===== config.mk =====
export PLATFORM = sky130hd
export DESIGN_NAME = btb_update_ctrl
export DESIGN_NICKNAME = d
export VERILOG_FILES = /design/src/rtl/btb_pkg.sv /design/src/rtl/btb_upd_fifo.sv /design/src/rtl/btb_update_ctrl.sv
export SDC_FILE = /design/constraint.sdc
export NUM_CORES = 1
export LEC_CHECK = 0
export BUFFER_PORTS_ARGS = -buffer_cell sky130_fd_sc_hd__buf_2
export CAP_MARGIN = 5
export CORE_MARGIN = 2
export CORE_UTILIZATION = 60
export DETAILED_ROUTE_END_ITERATION = 10
export PLACE_DENSITY = 0.93
export SYNTH_ARGS = -nofsm -noshare
export SYNTH_HDL_FRONTEND = slang
export SYNTH_SLANG_ARGS = --single-unit

===== constraint.sdc =====
create_clock -name i_clk -period 12.2 [get_ports i_clk]
set_clock_uncertainty 0.05 [all_clocks]
set_input_delay 1.22 -clock i_clk [delete_from_list [all_inputs] [get_ports i_clk]]
set_output_delay 1.22 -clock i_clk [all_outputs]
set_load 0.005 [all_outputs]

===== src/rtl/btb_pkg.sv =====
// Shared BTB geometry, the pending-update record, and the update-controller state encoding.
package btb_pkg;

  localparam int SET_COUNT   = 4;
  localparam int N           = 4;
  localparam int INDEX_WIDTH = 2;
  localparam int BIA_WIDTH   = 60;
  localparam int ADDR_WIDTH  = 64;
  localparam int WAY_WIDTH   = $clog2(N);

  typedef struct packed {
    logic [INDEX_WIDTH-1:0] index;
    logic [WAY_WIDTH-1:0]   way;
    logic [BIA_WIDTH-1:0]   bia;
    logic [ADDR_WIDTH-1:0]  target;
  } btb_upd_t;

  typedef enum logic [1:0] {
    IDLE,
    FLUSH,
    DONE
  } ctrl_state_t;

endpackage


===== src/rtl/btb_upd_fifo.sv =====
// Synchronous FIFO of pending BTB updates; clear discards everything queued.
module btb_upd_fifo
  import btb_pkg::*;
#(
  parameter int DEPTH = 4
) (
  input  logic     i_clk,
  input  logic     i_arst,
  input  logic     i_push,
  input  logic     i_pop,
  input  logic     i_clear,
  input  btb_upd_t i_data,
  output btb_upd_t o_head,
  output logic     o_full,
  output logic     o_empty
);

  localparam int AW = $clog2(DEPTH);

  logic [AW:0] r_wrPtr;
  logic [AW:0] r_rdPtr;
  btb_upd_t    r_mem [DEPTH];
  logic        w_doPush;
  logic        w_doPop;

  // Extra pointer MSB tells a full ring from an empty one.
  assign o_empty  = (r_wrPtr == r_rdPtr);
  assign o_full   = (r_wrPtr[AW] != r_rdPtr[AW]) && (r_wrPtr[AW-1:0] == r_rdPtr[AW-1:0]);
  assign w_doPop  = i_pop && !o_empty;
  assign w_doPush = i_push && (!o_full || w_doPop);
  assign o_head   = r_mem[r_rdPtr[AW-1:0]];

  always_ff @(posedge i_clk or posedge i_arst) begin
    if (i_arst) begin
      r_wrPtr <= '0;
      r_rdPtr <= '0;
    end else if (i_clear) begin
      r_wrPtr <= '0;
      r_rdPtr <= '0;
    end else begin
      if (w_doPush) r_wrPtr <= r_wrPtr + (AW+1)'(1);
      if (w_doPop)  r_rdPtr <= r_rdPtr + (AW+1)'(1);
    end
  end

  always_ff @(posedge i_clk) begin
    if (w_doPush && !i_clear) r_mem[r_wrPtr[AW-1:0]] <= i_data;
  end

endmodule


===== src/rtl/btb_update_ctrl.sv =====
// Sole driver of the BTB write port: drains queued taken-branch updates and
// performs set-by-set invalidation walks on flush requests.
module btb_update_ctrl #(
  parameter int SET_COUNT   = btb_pkg::SET_COUNT,
  parameter int N           = btb_pkg::N,
  parameter int INDEX_WIDTH = btb_pkg::INDEX_WIDTH,
  parameter int BIA_WIDTH   = btb_pkg::BIA_WIDTH,
  parameter int ADDR_WIDTH  = btb_pkg::ADDR_WIDTH,
  parameter int FIFO_DEPTH  = 4
) (
  input  logic                   i_clk,
  input  logic                   i_arst,
  input  logic                   i_stall_fetch,
  input  logic                   i_upd_valid,
  output logic                   o_upd_ready,
  input  logic                   i_upd_taken,
  input  logic [$clog2(N)-1:0]   i_upd_way,
  input  logic [INDEX_WIDTH-1:0] i_upd_index,
  input  logic [BIA_WIDTH-1:0]   i_upd_bia,
  input  logic [ADDR_WIDTH-1:0]  i_upd_target,
  input  logic                   i_flush_req,
  output logic                   o_flush_busy,
  output logic                   o_flush_done,
  output logic                   o_wr_en,
  output logic                   o_wr_valid,
  output logic [INDEX_WIDTH-1:0] o_wr_index,
  output logic [$clog2(N)-1:0]   o_wr_way,
  output logic [BIA_WIDTH-1:0]   o_wr_bia,
  output logic [ADDR_WIDTH-1:0]  o_wr_target
);

  import btb_pkg::*;

  ctrl_state_t            r_state;
  ctrl_state_t            w_nextState;
  logic [INDEX_WIDTH-1:0] r_setCount;
  logic                   w_full;
  logic                   w_empty;
  logic                   w_push;
  logic                   w_pop;
  logic                   w_clear;
  logic                   w_lastSet;
  btb_upd_t               w_updIn;
  btb_upd_t               w_head;

  assign o_upd_ready  = (r_state == IDLE) && !w_full && !i_flush_req;
  assign w_push       = i_upd_valid && o_upd_ready && i_upd_taken;
  assign w_pop        = (r_state == IDLE) && !w_empty && !i_stall_fetch;
  assign w_clear      = (r_state == IDLE) && i_flush_req;
  assign w_lastSet    = (r_setCount == INDEX_WIDTH'(SET_COUNT - 1));
  assign o_flush_busy = (r_state == FLUSH);
  assign o_flush_done = (r_state == DONE);

  assign w_updIn = '{index: i_upd_index, way: i_upd_way, bia: i_upd_bia, target: i_upd_target};

  btb_upd_fifo #(
    .DEPTH(FIFO_DEPTH)
  ) u_fifo (
    .i_clk  (i_clk),
    .i_arst (i_arst),
    .i_push (w_push),
    .i_pop  (w_pop),
    .i_clear(w_clear),
    .i_data (w_updIn),
    .o_head (w_head),
    .o_full (w_full),
    .o_empty(w_empty)
  );

  always_ff @(posedge i_clk or posedge i_arst) begin
    if (i_arst) begin
      r_state    <= IDLE;
      r_setCount <= '0;
    end else begin
      r_state <= w_nextState;
      if (w_clear) begin
        r_setCount <= '0;
      end else if ((r_state == FLUSH) && !w_lastSet) begin
        r_setCount <= r_setCount + INDEX_WIDTH'(1);
      end
    end
  end

  // Write data is zeroed whenever no write is issued; invalidation ignores fetch stall.
  always_comb begin
    w_nextState = r_state;
    o_wr_en     = 1'b0;
    o_wr_valid  = 1'b1;
    o_wr_index  = '0;
    o_wr_way    = '0;
    o_wr_bia    = '0;
    o_wr_target = '0;
    case (r_state)
      IDLE: begin
        if (i_flush_req) w_nextState = FLUSH;
        if (w_pop) begin
          o_wr_en     = 1'b1;
          o_wr_index  = w_head.index;
          o_wr_way    = w_head.way;
          o_wr_bia    = w_head.bia;
          o_wr_target = w_head.target;
        end
      end
      FLUSH: begin
        o_wr_en    = 1'b1;
        o_wr_valid = 1'b0;
        o_wr_index = r_setCount;
        if (w_lastSet) w_nextState = DONE;
      end
      DONE: begin
        w_nextState = IDLE;
      end
      default: begin
        w_nextState = IDLE;
      end
    endcase
  end

endmodule


=== After elaboration in Yosys (flattened, before gate mapping) ===
Memory sizes are Yosys's and may differ from the RTL's.
Cells that the tools add are included.

* Latch bits: 0
* RAM bits: 512
* Logic and storage cells: 62
* Bits in registers: 10
* Input bits: 134
* Output and inout bits: 133
* Memory bits (read-only): 0
* Memories kept: 1

{| class="wikitable"
|+ Memory list
! name !! depth !! width !! rd ports !! clocked after memory_dff !! wr ports !! line !! text
|-
| u_fifo.r_mem || 4 || 128 || 1 || 0 || 1 || btb_upd_fifo.sv:22 || <nowiki>btb_upd_t r_mem [DEPTH];</nowiki>
|}

* Mux-type cells: 22
* Bitwise operators: 0
* Div/mod/pow operators: 0
* $add $sub $neg: 3
* Equality and inequality tests: 8
* $lt $le $gt $ge: 0
* $mul: 0
* Shifts and indexed selects: 0
* Reduce and logical (&&, ||, !) cells: 24

{| class="wikitable"
|+ Operator list
! operator !! number
|-
| 64-bit 2-to-1 mux || 2
|-
| 60-bit 2-to-1 mux || 2
|-
| 2-bit 2-to-1 mux || 7
|-
| 1-bit logical AND || 12
|-
| 3-bit 2-to-1 mux || 4
|-
| 2-bit case mux with 2 select lines || 2
|-
| 3-bit by 1-bit adder with 3-bit output (second input constant) || 2
|-
| 1-bit logical NOT || 6
|-
| 2-bit nonzero test || 3
|-
| 2-bit equality test (second input constant) || 2
|-
| 1-bit 2-to-1 mux || 4
|-
| 3-bit equality test || 1
|-
| 2-bit by 1-bit adder with 2-bit output (second input constant) || 1
|-
| 2-bit by 1-bit equality test with 1-bit output (second input constant) || 1
|-
| 2-bit equality test || 1
|-
| 2-bit logical NOT || 1
|-
| 2-bit by 1-bit != test with 1-bit output (second input constant) || 1
|-
| 2-bit != test (second input constant) || 1
|-
| 1-bit case mux with 2 select lines || 1
|-
| 2-bit AND reduction || 1
|-
| 1-bit logical OR || 1
|-
| 1-bit != test || 1
|}

=== Depth between registers and ports, before layout ===
Gate-level depths: netlist (run 1).

* Word-level depth: 11
* Depth in mapped cells: 6
* Mapped depth without buffers: 4

=== Modules after synthesis ===
A second synthesis (run 1) with hierarchy kept.

* Cells, all modules: 896
* Area, all modules: 20201.9 sq um

{| class="wikitable"
|+ Modules (own cells, without submodules)
! module !! cells an instance !! times used !! seq. area each (sq um) !! area an instance (sq um)
|-
| btb_upd_fifo || 725 || 1 || 15524.9 || 19033.3
|-
| btb_update_ctrl || 171 || 1 || 100.1 || 1168.6
|}

=== Worst setup path after synthesis (run 1) ===
No wires, ideal clock.

* Path type: input port to flip-flop
* Start: input i_flush_req
* End: memory u_fifo.r_mem[0][0] (netlist name) (enable)
* Data required time: 11648 ps
* Buffers on the path: 0
* Path slack: 6753 ps
* Arrival time: 4894 ps
* Setup time: 502 ps
* Cell stages on the path: 3
* Cell sequence: or3_1 -> a311oi_2 -> and2_1

* Longest elaborated chain between the ends: 8
* Elaborated cells on any way between the ends: 10
* Those cells by class: mux (2); reduce/logical (8)

{| class="wikitable"
|+ Ends and longest elaborated chain
! what !! line !! text
|-
| from (decl) || btb_update_ctrl.sv:21 || <nowiki>input logic i_flush_req,</nowiki>
|-
| 1-bit logical NOT || btb_update_ctrl.sv:46 || <nowiki>assign o_upd_ready = (r_state == IDLE) && !w_full && !i_flush_req;</nowiki>
|-
| 1-bit logical AND || btb_update_ctrl.sv:46 ||
|-
| 1-bit logical AND (2 in a row) || btb_update_ctrl.sv:47 || <nowiki>assign w_push = i_upd_valid && o_upd_ready && i_upd_taken;</nowiki>
|-
| 1-bit logical AND || btb_upd_fifo.sv:30 || <nowiki>assign w_doPush = i_push && (!o_full || w_doPop);</nowiki>
|-
| 1-bit logical AND (*) || btb_upd_fifo.sv:47 || <nowiki>if (w_doPush && !i_clear) r_mem[r_wrPtr[AW-1:0]] <= i_data;</nowiki>
|-
| 1-bit 2-to-1 mux (*) || btb_upd_fifo.sv:47 ||
|-
| 1-bit 2-to-1 mux (not written as such) (*) || btb_upd_fifo.sv:47 ||
|-
| to (decl) || btb_upd_fifo.sv:22 ||
|}

Mark *: on every way between the ends. The rest lies on a longest branch, timed or not.

=== Worst setup path after layout (run 1) ===
* Start: register u_fifo.r_rdPtr[0]
* End: output o_wr_bia[9]

* Longest elaborated chain between the ends: 6
* Elaborated cells on any way between the ends: 7
* Those cells by class: eq/ne (1); mux (2); reduce/logical (3); memory (1)

{| class="wikitable"
|+ Ends and longest elaborated chain
! what !! line !! text
|-
| from (decl) || btb_upd_fifo.sv:21 || <nowiki>logic [AW:0] r_rdPtr;</nowiki>
|-
| from (signal assigned) || btb_upd_fifo.sv:42 || <nowiki>if (w_doPop) r_rdPtr <= r_rdPtr + (AW+1)'(1);</nowiki>
|-
| 3-bit equality test || btb_upd_fifo.sv:27 || <nowiki>assign o_empty = (r_wrPtr == r_rdPtr);</nowiki>
|-
| 1-bit logical NOT || btb_update_ctrl.sv:48 || <nowiki>assign w_pop = (r_state == IDLE) && !w_empty && !i_stall_fetch;</nowiki>
|-
| 1-bit logical AND (2 in a row) || btb_update_ctrl.sv:48 ||
|-
| 60-bit 2-to-1 mux (*) || btb_update_ctrl.sv:96 || <nowiki>if (w_pop) begin</nowiki>
|-
| 60-bit 2-to-1 mux (*) || btb_update_ctrl.sv:93 || <nowiki>case (r_state)</nowiki>
|-
| to (decl) || btb_update_ctrl.sv:28 || <nowiki>output logic [BIA_WIDTH-1:0] o_wr_bia,</nowiki>
|}

Marks and branches as above.

==> flow_summary.yaml, run 1 <==
setup_path:
  cp_num_buf_inv: 4
  setup_cp_type: "register to output port"
  timing.critical_path.cells: "buf_4, buf_4, buf_4, mux4_2, and2_1, buf_2"
  timing.critical_path.fanout_max: 54
  worstSetupEndpointType: "output port"
  timing.critical_path.mode_cell: "sky130_fd_sc_hd__buf_4"
  worst_path_max_delay_cell: "sky130_fd_sc_hd__buf_4"
  worstSetupPathDepth: 6
  timing.critical_path.arrival_ns: 4.24
  reg2regPathDepth: 5
  cp_slowest_stage_delay_ns: 0.96
  cp.required_ns: 10.93
  worst_setup_path_start_kind: "register"
  critPathTopFamily: "buffers and inverters"
flow_run:
  drv_cap: 0
final_layout:
  drive_gt1_frac: 0.399
  flow.area_growth_from_synthesis_pct: 16.1
  fin_cells: 1661
  nNetsFinal: 1307
  finish.instance_area_um2: 23400
timing:
  slew_headroom: 0.276
  fmax_mhz: 182
  setup_repair_after_global_routing_missed_its_margin: "false"
  final.setup.worst_slack_ns: 6.69
  final_min_period_over_clock_period: 0.451
  final_hold_viol_count: 0
  timing.final.max_slew_violations: 0
  setup_viol: 0
  worst_slew_pin_tran_ns: 1.09
  final.setup.tns_ns: 0
  final.min_clock_period_ns: 5.51
routing:
  routed_via_density: 5.84
  top_layer: "met5"
  firstDrtPassIters: 5
  post_drt_wl_per_cell_um: 23.7
  routed_wl_um: 39400
  route.vias.total: 9699
  detailroute.wirelength.met3_um: 3200
  initialDrtViolationCount: 683
  antenna_left: 0
  detailed_route_wire_length_on_metal_1_um: 14800
  wl_met2_um: 20400
  remaining_drc_errors: 0
pwr:
  leakage_power_summed_over_all_cells_nw: 8.04
  p_per_area_nw_per_um2: 188
  ir_drop_mv: 0.144
  total_power_after_layout_mw: 4.39
synthesis:
  ys_async_sr_fraction: 0.0192
  cells_after_synth: 885
  yosys_register_bits: 522
  syn-cell-area_um2: 20100
  synthesis.area_per_instance_um2: 22.7
  synth.yosys.seq_area_share: 0.777
  synth-edff-count: 512
  netlist-cell-type-count: 39
  dominantRegCellSynth: "sky130_fd_sc_hd__edfxtp_1"
  syn_nets: 1025
  ys.warnings.count: 0
placed_design:
  place.port_buffers: 266
  dpl_worst_slack_ns: 7.01
  routability_driven_placement_congestion_ratio: 0.770
  place_inst: 1563
  placed_cell_area_um2: 21800
  detailed_place_hpwl_um: 23100
grt:
  first_pass_grt_wire_length_um: 60600
  overflow_after_grt: 0
  maximum_number_of_pins_on_one_net_before_global_route_repair: 107
  vias_in_the_first_global_route: 10500
  groute.usage.overall: 0.229
  antenna_found_initial: 15
worst_hold_path:
  timing.hold.worst.class: "register to register"
  whs_path_depth: 2
clocking:
  clk_root_buffer_cell: "sky130_fd_sc_hd__clkbuf_16"
  post_cts_hold_buffer_count: 0
  post_cts_resize_count: 0
  postCtsSetupBuffers: 0
  htreeDepth: 2
  tritoncts_num_sinks: 522
  clk_transition_reported_paths_ns: 0.06
  tritoncts_clock_tree: "yes"
  clock_tree.buffer_depth: 3
  cts_inserted_buffers: 50
  clock_latency_ns: 0.55
floorplanning:
  core_area_um2: 33300
  die_x_um: 187
  die_area_um2: 35000
  fp.dieH_um: 187
  top_level_ports: 267
  floorplan.initialDensity: 0.605
  placementRows: 67
outcome:
  run_status: "finished clean"
-- synthesized netlist by cell type (all sizes together), types with 2 or more instances --
cell	instances	share of area
o21ai	2	0.00050
buf	40	0.016
edfxtp	512	0.76
ha	6	0.0037
xnor2	2	0.00087
and2	131	0.041
a22o	2	0.00087
o2bb2ai	3	0.0013
xor2	3	0.0017
dfrtp	10	0.012
nand2	6	0.0011
a31oi	2	0.00062
o311ai	2	0.00087
or3	2	0.00062
clkbuf	5	0.0011
mux4	128	0.14
inv	8	0.0015
mux2i	2	0.0010
a311oi	2	0.0012
nand2b	4	0.0012
-- per-stage QoR --
step	util	hold WS [ns]
global route	0.702	0.527
global placement	0.654	0.471
floorplan	-	0.460
CTS	0.701	0.507
detailed placement	0.654	0.498
finish	0.702	0.506
-- state kept, by name, indices dropped and copies added (netlist names) --
register        count
u_fifo.r_mem      512
r_state             2
r_setCount          2
u_fifo.r_wrPtr      3
u_fifo.r_rdPtr      3
-- worst register-to-register path, cell delays in order (launching register included) --
cell and delay [ns]:
sky130_fd_sc_hd__dfrtp_4 0.39, sky130_fd_sc_hd__buf_4 0.73, sky130_fd_sc_hd__xnor2_1 0.34, sky130_fd_sc_hd__a311oi_2 0.60, sky130_fd_sc_hd__and2_4 0.93, sky130_fd_sc_hd__buf_4 0.90
-- power by group --
group          total (mW)  switching (mW)  leakage (nW)  internal [mW]
Combinational       0.834           0.405          2.55          0.429
Sequential           2.08          0.0504          4.73           2.03
Clock                1.48           0.614         0.751          0.862
Total                4.39            1.07          8.04           3.32
-- layout by cell type (no fill, tap or decap), types with 8 or more instances in the layout --
master and instances:
sky130_fd_sc_hd__edfxtp_1 512, sky130_fd_sc_hd__buf_2 266, sky130_fd_sc_hd__mux4_2 128, sky130_fd_sc_hd__and2_1 127, sky130_fd_sc_hd__clkbuf_16 51, sky130_fd_sc_hd__clkbuf_1 13
sky130_fd_sc_hd__clkinv_1 10, sky130_fd_sc_hd__buf_4 9, sky130_fd_sc_hd__diode_2 8, sky130_fd_sc_hd__inv_1 8, sky130_fd_sc_hd__dfrtp_1 8
-- per-layer routing --
metal	up-vias	GRT usage
met5	-	0
met4	12	0.0736
met3	73	0.0672
met2	387	0.394
met1	5029	0.283
li1	4198	-
-- final cells by class --
cell class	count	area [µm²]
flip-flops and latches	522	15600
fillers	1986	9930
multi-input cells	310	4130
repair buffers	275	1400
clock buffers	66	1350
well taps	448	561
clock inverters	24	224
inverters	8	30.0
diodes	8	20.0
-- kinds of logic after synthesis --
group / after synthesis / share of synthesized area
multiplexers: 130 / 0.144
AO/OA/AOI/OAI: 19 / 0.00815
adder cells (fa/ha/maj): 6 / 0.00373
buffers and inverters: 53 / 0.0188
XOR/XNOR: 5 / 0.00255
AND/OR/NAND/NOR: 150 / 0.0458
flip-flops: 522 / 0.777
-- worst paths after layout --
kind | startpoint | end | slack [ns]
worst max-delay path | u_fifo.r_rdPtr[0] | o_wr_bia[9] | 6.69
worst min-delay path | r_setCount[1] | r_setCount[1] | 0.51
worst max register to register | u_fifo.r_rdPtr[0] | u_fifo.r_mem[3][39] | 7.83
worst min register to register | r_setCount[1] | r_setCount[1] | 0.51
max in group asynchronous | i_arst | u_fifo.r_rdPtr[0] | 11.19
min in group asynchronous | i_arst | u_fifo.r_rdPtr[2] | 0.59
Note: power is estimated with default switching activity, not from simulation.
==> run 2: changes to the inputs <==
Settings changed: CORE_UTILIZATION 60 to 57, PLACE_DENSITY 0.93 to 0.89.
Clock period 12.2 ns to 5.25 ns, I/O delays scaled along.
==> flow_summary.yaml, run 2 (synthesized netlist as in run 1, its figures left out) <==
final_layout:
  drive_gt1_frac: 0.402
  most-common-layout-cells: "sky130_fd_sc_hd__edfxtp_1, sky130_fd_sc_hd__buf_2, sky130_fd_sc_hd__mux4_2"
  fillCellCount: 2126
  final_common_cell: "sky130_fd_sc_hd__edfxtp_1"
  utilization: 0.680
  nNetsFinal: 1311
  finish.instance_area_um2: 23500
  max_ffs_per_register: 512
  flow.area_growth_from_synthesis_pct: 17.0
  fin_cells: 1678
placed_design:
  routability_driven_placement_congestion_ratio: 0.785
  dpl_worst_slack_ns: 2.07
  detailed_place_hpwl_um: 22900
  placed_cell_area_um2: 21800
  place.port_buffers: 266
  place_inst: 1573
setup_path:
  reg2reg_from: "u_fifo.r_rdPtr[0]"
  worst_r2r_endpoint: "u_fifo.r_mem[3][125]"
  critPathLaunch: "u_fifo.r_rdPtr[0]"
  timing.critical_path.arrival_ns: 3.09
  setup_cp_type: "register to output port"
  timing.critical_path.fanout_max: 111
  worst_setup_path_start_kind: "register"
  setup.reg_to_reg.worst_slack_ns: 2.22
  cp.required_ns: 4.68
  worstSetupEndpointType: "output port"
  reg2regPathDepth: 4
grt:
  first_pass_grt_wire_length_um: 59400
  groute.usage.overall: 0.218
  vias_in_the_first_global_route: 10300
  antenna_found_initial: 14
  overflow_after_grt: 0
  maximum_number_of_pins_on_one_net_before_global_route_repair: 120
routing:
  antenna_left: 0
  post_drt_wl_per_cell_um: 23.5
  routed_via_density: 5.82
  remaining_drc_errors: 0
  routed_wl_um: 39400
  initialDrtViolationCount: 703
  firstDrtPassIters: 5
  route.vias.total: 9768
timing:
  setup_viol: 0
  setup_repair_after_global_routing_missed_its_margin: "false"
  final_hold_viol_count: 0
  final_min_period_over_clock_period: 0.699
  timing.final.max_slew_violations: 0
  slew_headroom: 0.266
  fmax_mhz: 273
  final.min_clock_period_ns: 3.67
  final.setup.tns_ns: 0
  worst_slew_pin_tran_ns: 1.10
  final.setup.worst_slack_ns: 1.58
  hold_slack_ns: 0.129
worst_hold_path:
  timing.hold.worst.class: "primary input to register"
  origin_of_the_worst_min_delay_path: "i_upd_target[33]"
  whs_path_depth: 1
  holdPathEnd: "u_fifo.r_mem[0][33]"
floorplanning:
  placementRows: 68
  top_level_ports: 267
  core_area_um2: 34600
  die_x_um: 192
  fp.dieH_um: 192
  floorplan.initialDensity: 0.581
  die_area_um2: 36800
pwr:
  ir_drop_mv: 0.464
  total_power_after_layout_mw: 10.3
  leakage_power_summed_over_all_cells_nw: 8.11
  p_per_area_nw_per_um2: 439
flow_run:
  drv_cap: 0
clocking:
  clk_root_buffer_cell: "sky130_fd_sc_hd__clkbuf_16"
  clock_tree.buffer_depth: 3
  clock_latency_ns: 0.56
  tritoncts_num_sinks: 522
  cts_inserted_buffers: 50
  clk_transition_reported_paths_ns: 0.06
  tritoncts_clock_tree: "yes"
  postCtsSetupBuffers: 0
  htreeDepth: 2
outcome:
  run_status: "finished clean"
run 2: cell count changes in the layout (fill, tap and decap cells not counted), sizes merged, moves of 2 or more:
| cell | change |
|---|---|
| buf | +3 |
| clkinv | +2 |
| diode | +3 |
| clkbuf | +2 |
run 2: area by class of cell:
| class | count | area [µm²] | area share |
|---|---|---|---|
| Tap cell | 455 | 569 | 0.0242 |
| Inverter | 8 | 30.0 | 0.00128 |
| Clock inverter | 25 | 253 | 0.0107 |
| Sequential cell | 522 | 15600 | 0.664 |
| Timing Repair Buffer | 279 | 1490 | 0.0635 |
| Multi-Input combinational cell | 310 | 4130 | 0.176 |
| Clock buffer | 68 | 1390 | 0.0592 |
| Antenna cell | 11 | 27.5 | 0.00117 |
run 2: timing repair:
action / in CTS / in global routing
hold buffers: 1 / 0
gates resized for setup: 0 / 0
endpoints found under the hold margin: 10 / 0
run 2: worst max-delay path, cell delays in order (launching register included):
cell and delay [ns]:
sky130_fd_sc_hd__dfrtp_4 0.60, sky130_fd_sc_hd__xor2_1 0.39, sky130_fd_sc_hd__o31a_4 0.86, sky130_fd_sc_hd__buf_4 0.36
sky130_fd_sc_hd__and2_1 0.17, sky130_fd_sc_hd__buf_2 0.12
run 2: how the worst max path moves through the flow:
stage / end / slack [ns]
2_1_floorplan: u_fifo.r_mem[2][0] / 0.47
3_3_place_gp: o_wr_bia[59] / 2.15
3_5_place_dp: o_wr_target[7] / 2.07
4_1_cts: o_wr_target[8] / 1.52
5_1_grt: o_wr_bia[59] / 1.31
6_report: o_wr_bia[59] / 1.58
run 2: layer usage:
layer,GRT usage,part of all wire
met4,0.0547,0.018
met2,0.356,0.50
met1,0.294,0.40
met3,0.0607,0.088
met5,0,0.0014
run 2: report_power, final:
part / switching, mW / total (mW) / internal, mW / leakage, nW
logic: 0.978 / 1.98 / 1.01 / 2.59
clock network: 1.45 / 3.55 / 2.10 / 0.790
registers: 0.0789 / 4.79 / 4.71 / 4.73
total: 2.51 / 10.3 / 7.82 / 8.11
==> run 3: changes to the inputs <==
Settings changed: CORE_UTILIZATION 57 to 52, PLACE_DENSITY 0.89 to 0.86.
Clock period 5.25 ns to 2.9 ns, I/O delays scaled along.
==> flow_summary.yaml, run 3 (synthesized netlist as in run 1, its figures left out) <==
outcome:
  run_status: "finished clean"
clocking:
  htreeDepth: 2
  clk_transition_reported_paths_ns: 0.07
  cts_inserted_buffers: 50
  clock_latency_ns: 0.58
  tritoncts_clock_tree: "yes"
  clk_root_buffer_cell: "sky130_fd_sc_hd__clkbuf_16"
  clock_tree.buffer_depth: 3
  tritoncts_num_sinks: 522
grt:
  first_pass_grt_wire_length_um: 66600
  groute.usage.overall: 0.220
  maximum_number_of_pins_on_one_net_before_global_route_repair: 73
  vias_in_the_first_global_route: 11400
  antenna_found_initial: 4
  overflow_after_grt: 0
timing:
  final_min_period_over_clock_period: 0.965
  final_hold_viol_count: 0
  timing.final.max_slew_violations: 0
  worst_slew_pin_tran_ns: 0.648
  final.setup.tns_ns: 0
  fmax_mhz: 357
  final.setup.worst_slack_ns: 0.102
  setup_repair_after_global_routing_missed_its_margin: "false"
  setup_viol: 0
  final.min_clock_period_ns: 2.80
  slew_headroom: 0.568
final_layout:
  most-common-layout-cells: "sky130_fd_sc_hd__edfxtp_1, sky130_fd_sc_hd__buf_2, sky130_fd_sc_hd__dlygate4sd3_1"
  max_ffs_per_register: 512
  drive_gt1_frac: 0.377
  fillCellCount: 2393
  final_common_cell: "sky130_fd_sc_hd__edfxtp_1"
  fin_cells: 1885
  flow.area_growth_from_synthesis_pct: 25.6
  nNetsFinal: 1464
placed_design:
  place.port_buffers: 266
  dpl_worst_slack_ns: 0.435
  routability_driven_placement_congestion_ratio: 0.750
  detailed_place_hpwl_um: 24500
  place_inst: 1658
routing:
  routed_via_density: 5.51
  routed_wl_um: 43900
  post_drt_wl_per_cell_um: 23.3
  remaining_drc_errors: 0
  route.vias.total: 10400
  initialDrtViolationCount: 731
  firstDrtPassIters: 5
  antenna_left: 0
setup_path:
  timing.critical_path.arrival_ns: 2.46
  cp_num_buf_inv: 2
  critPathCapture: "o_wr_target[54]"
  worst_r2r_endpoint: "u_fifo.r_mem[3][43]"
  cp_slowest_stage_delay_ns: 0.60
  reg2regPathDepth: 4
  worst_setup_path_start_kind: "register"
  timing.critical_path.fanout_max: 58
  setup.reg_to_reg.worst_slack_ns: 0.41
  critPathTopFamily: "multiplexers"
  worst_path_max_delay_cell: "sky130_fd_sc_hd__mux4_2"
  cp.required_ns: 2.56
  critPathLaunch: "u_fifo.r_rdPtr[0]"
  timing.critical_path.cells: "buf_16, mux4_2, and2_4, buf_2"
  worstSetupPathDepth: 4
  setup_cp_type: "register to output port"
  reg2reg_from: "u_fifo.r_rdPtr[0]"
  worstSetupEndpointType: "output port"
floorplanning:
  floorplan.initialDensity: 0.524
  top_level_ports: 267
  die_area_um2: 40300
  placementRows: 72
  fp.dieH_um: 201
  core_area_um2: 38400
  die_x_um: 201
pwr:
  ir_drop_mv: 0.755
  leakage_power_summed_over_all_cells_nw: 8.84
  p_per_area_nw_per_um2: 757
flow_run:
  drv_cap: 0
worst_hold_path:
  origin_of_the_worst_min_delay_path: "i_stall_fetch"
  timing.hold.worst.class: "primary input to register"
[run 3: cell types whose count changed in the layout (fill, tap and decap cells not counted), sizes merged]
cell,previous run,this run
dlygate4sd3,1,130
diode,11,3
clkinv,16,17
bufbuf,0,1
clkinvlp,4,2
buf,278,300
o31a,1,2
[run 3: cell type report]
class,instances,area [µm²],share of cell area
antenna,3,7.51,0.000297
clock buffer,68,1380,0.0547
clock inverter,24,239,0.00945
inverter,8,30.0,0.00119
multi-input combinational,311,4160,0.165
sequential,522,15600,0.618
tap,518,648,0.0256
timing repair buffer,431,3180,0.126
[run 3: how the worst min path moves through the flow]
| stage | end | slack, ns | cells past startpoint |
|---|---|---|---|
| after global placement | u_fifo.r_wrPtr[0] | 0.25 | 2 |
| after global routing | u_fifo.r_rdPtr[2] | 0.11 | 4 |
| after CTS | u_fifo.r_rdPtr[1] | 0.03 | 4 |
| after floorplan | r_setCount[0] | 0.08 | 1 |
| final | u_fifo.r_rdPtr[1] | 0.07 | 4 |
| after detailed placement | u_fifo.r_wrPtr[0] | 0.27 | 2 |
[run 3: per-stage QoR]
step | total power, mW | area [µm²] | util | hold WS, ns
2_1_floorplan | 11.4 | 20100 | - | 0.0802
3_3_place_gp | 12.5 | 22300 | 0.580 | 0.253
3_5_place_dp | 12.6 | 22300 | 0.580 | 0.265
4_1_cts | 19.2 | 25200 | 0.658 | 0.0273
5_1_grt | 19.9 | 25300 | 0.659 | 0.112
6_report | 19.1 | 25300 | 0.659 | 0.0651
[run 3: worst min-delay path: cells and delay by family]
kind	cells	cell delay, ns
simple gates	1	0.08
compound gates	2	0.17
buf+inv	1	0.12
[run 3: metal layers]
metal  GRT usage  vias up  part of all wire
li1            -     4507                 -
met1       0.278     5336              0.39
met2       0.382      470              0.52
met3      0.0511       64             0.076
met4      0.0698        0             0.022
met5           0        -                 0
[run 3: power breakdown]
group          switching [mW]  internal (mW)  total [mW]
Sequential              0.130           8.52        8.65
Combinational            1.95           2.08        4.03
Clock                    2.67           3.78        6.45
[run 3: what timing repair did]
item / CTS / global route
endpoints found under the hold margin: 523 / 0
buffers inserted: 0 / 0
hold buffers: 130 / 0
gates cloned: 1 / 1
gates resized for setup: 2 / 6
pin swaps: 0 / 2
setup endpoints to repair: 37 / 40
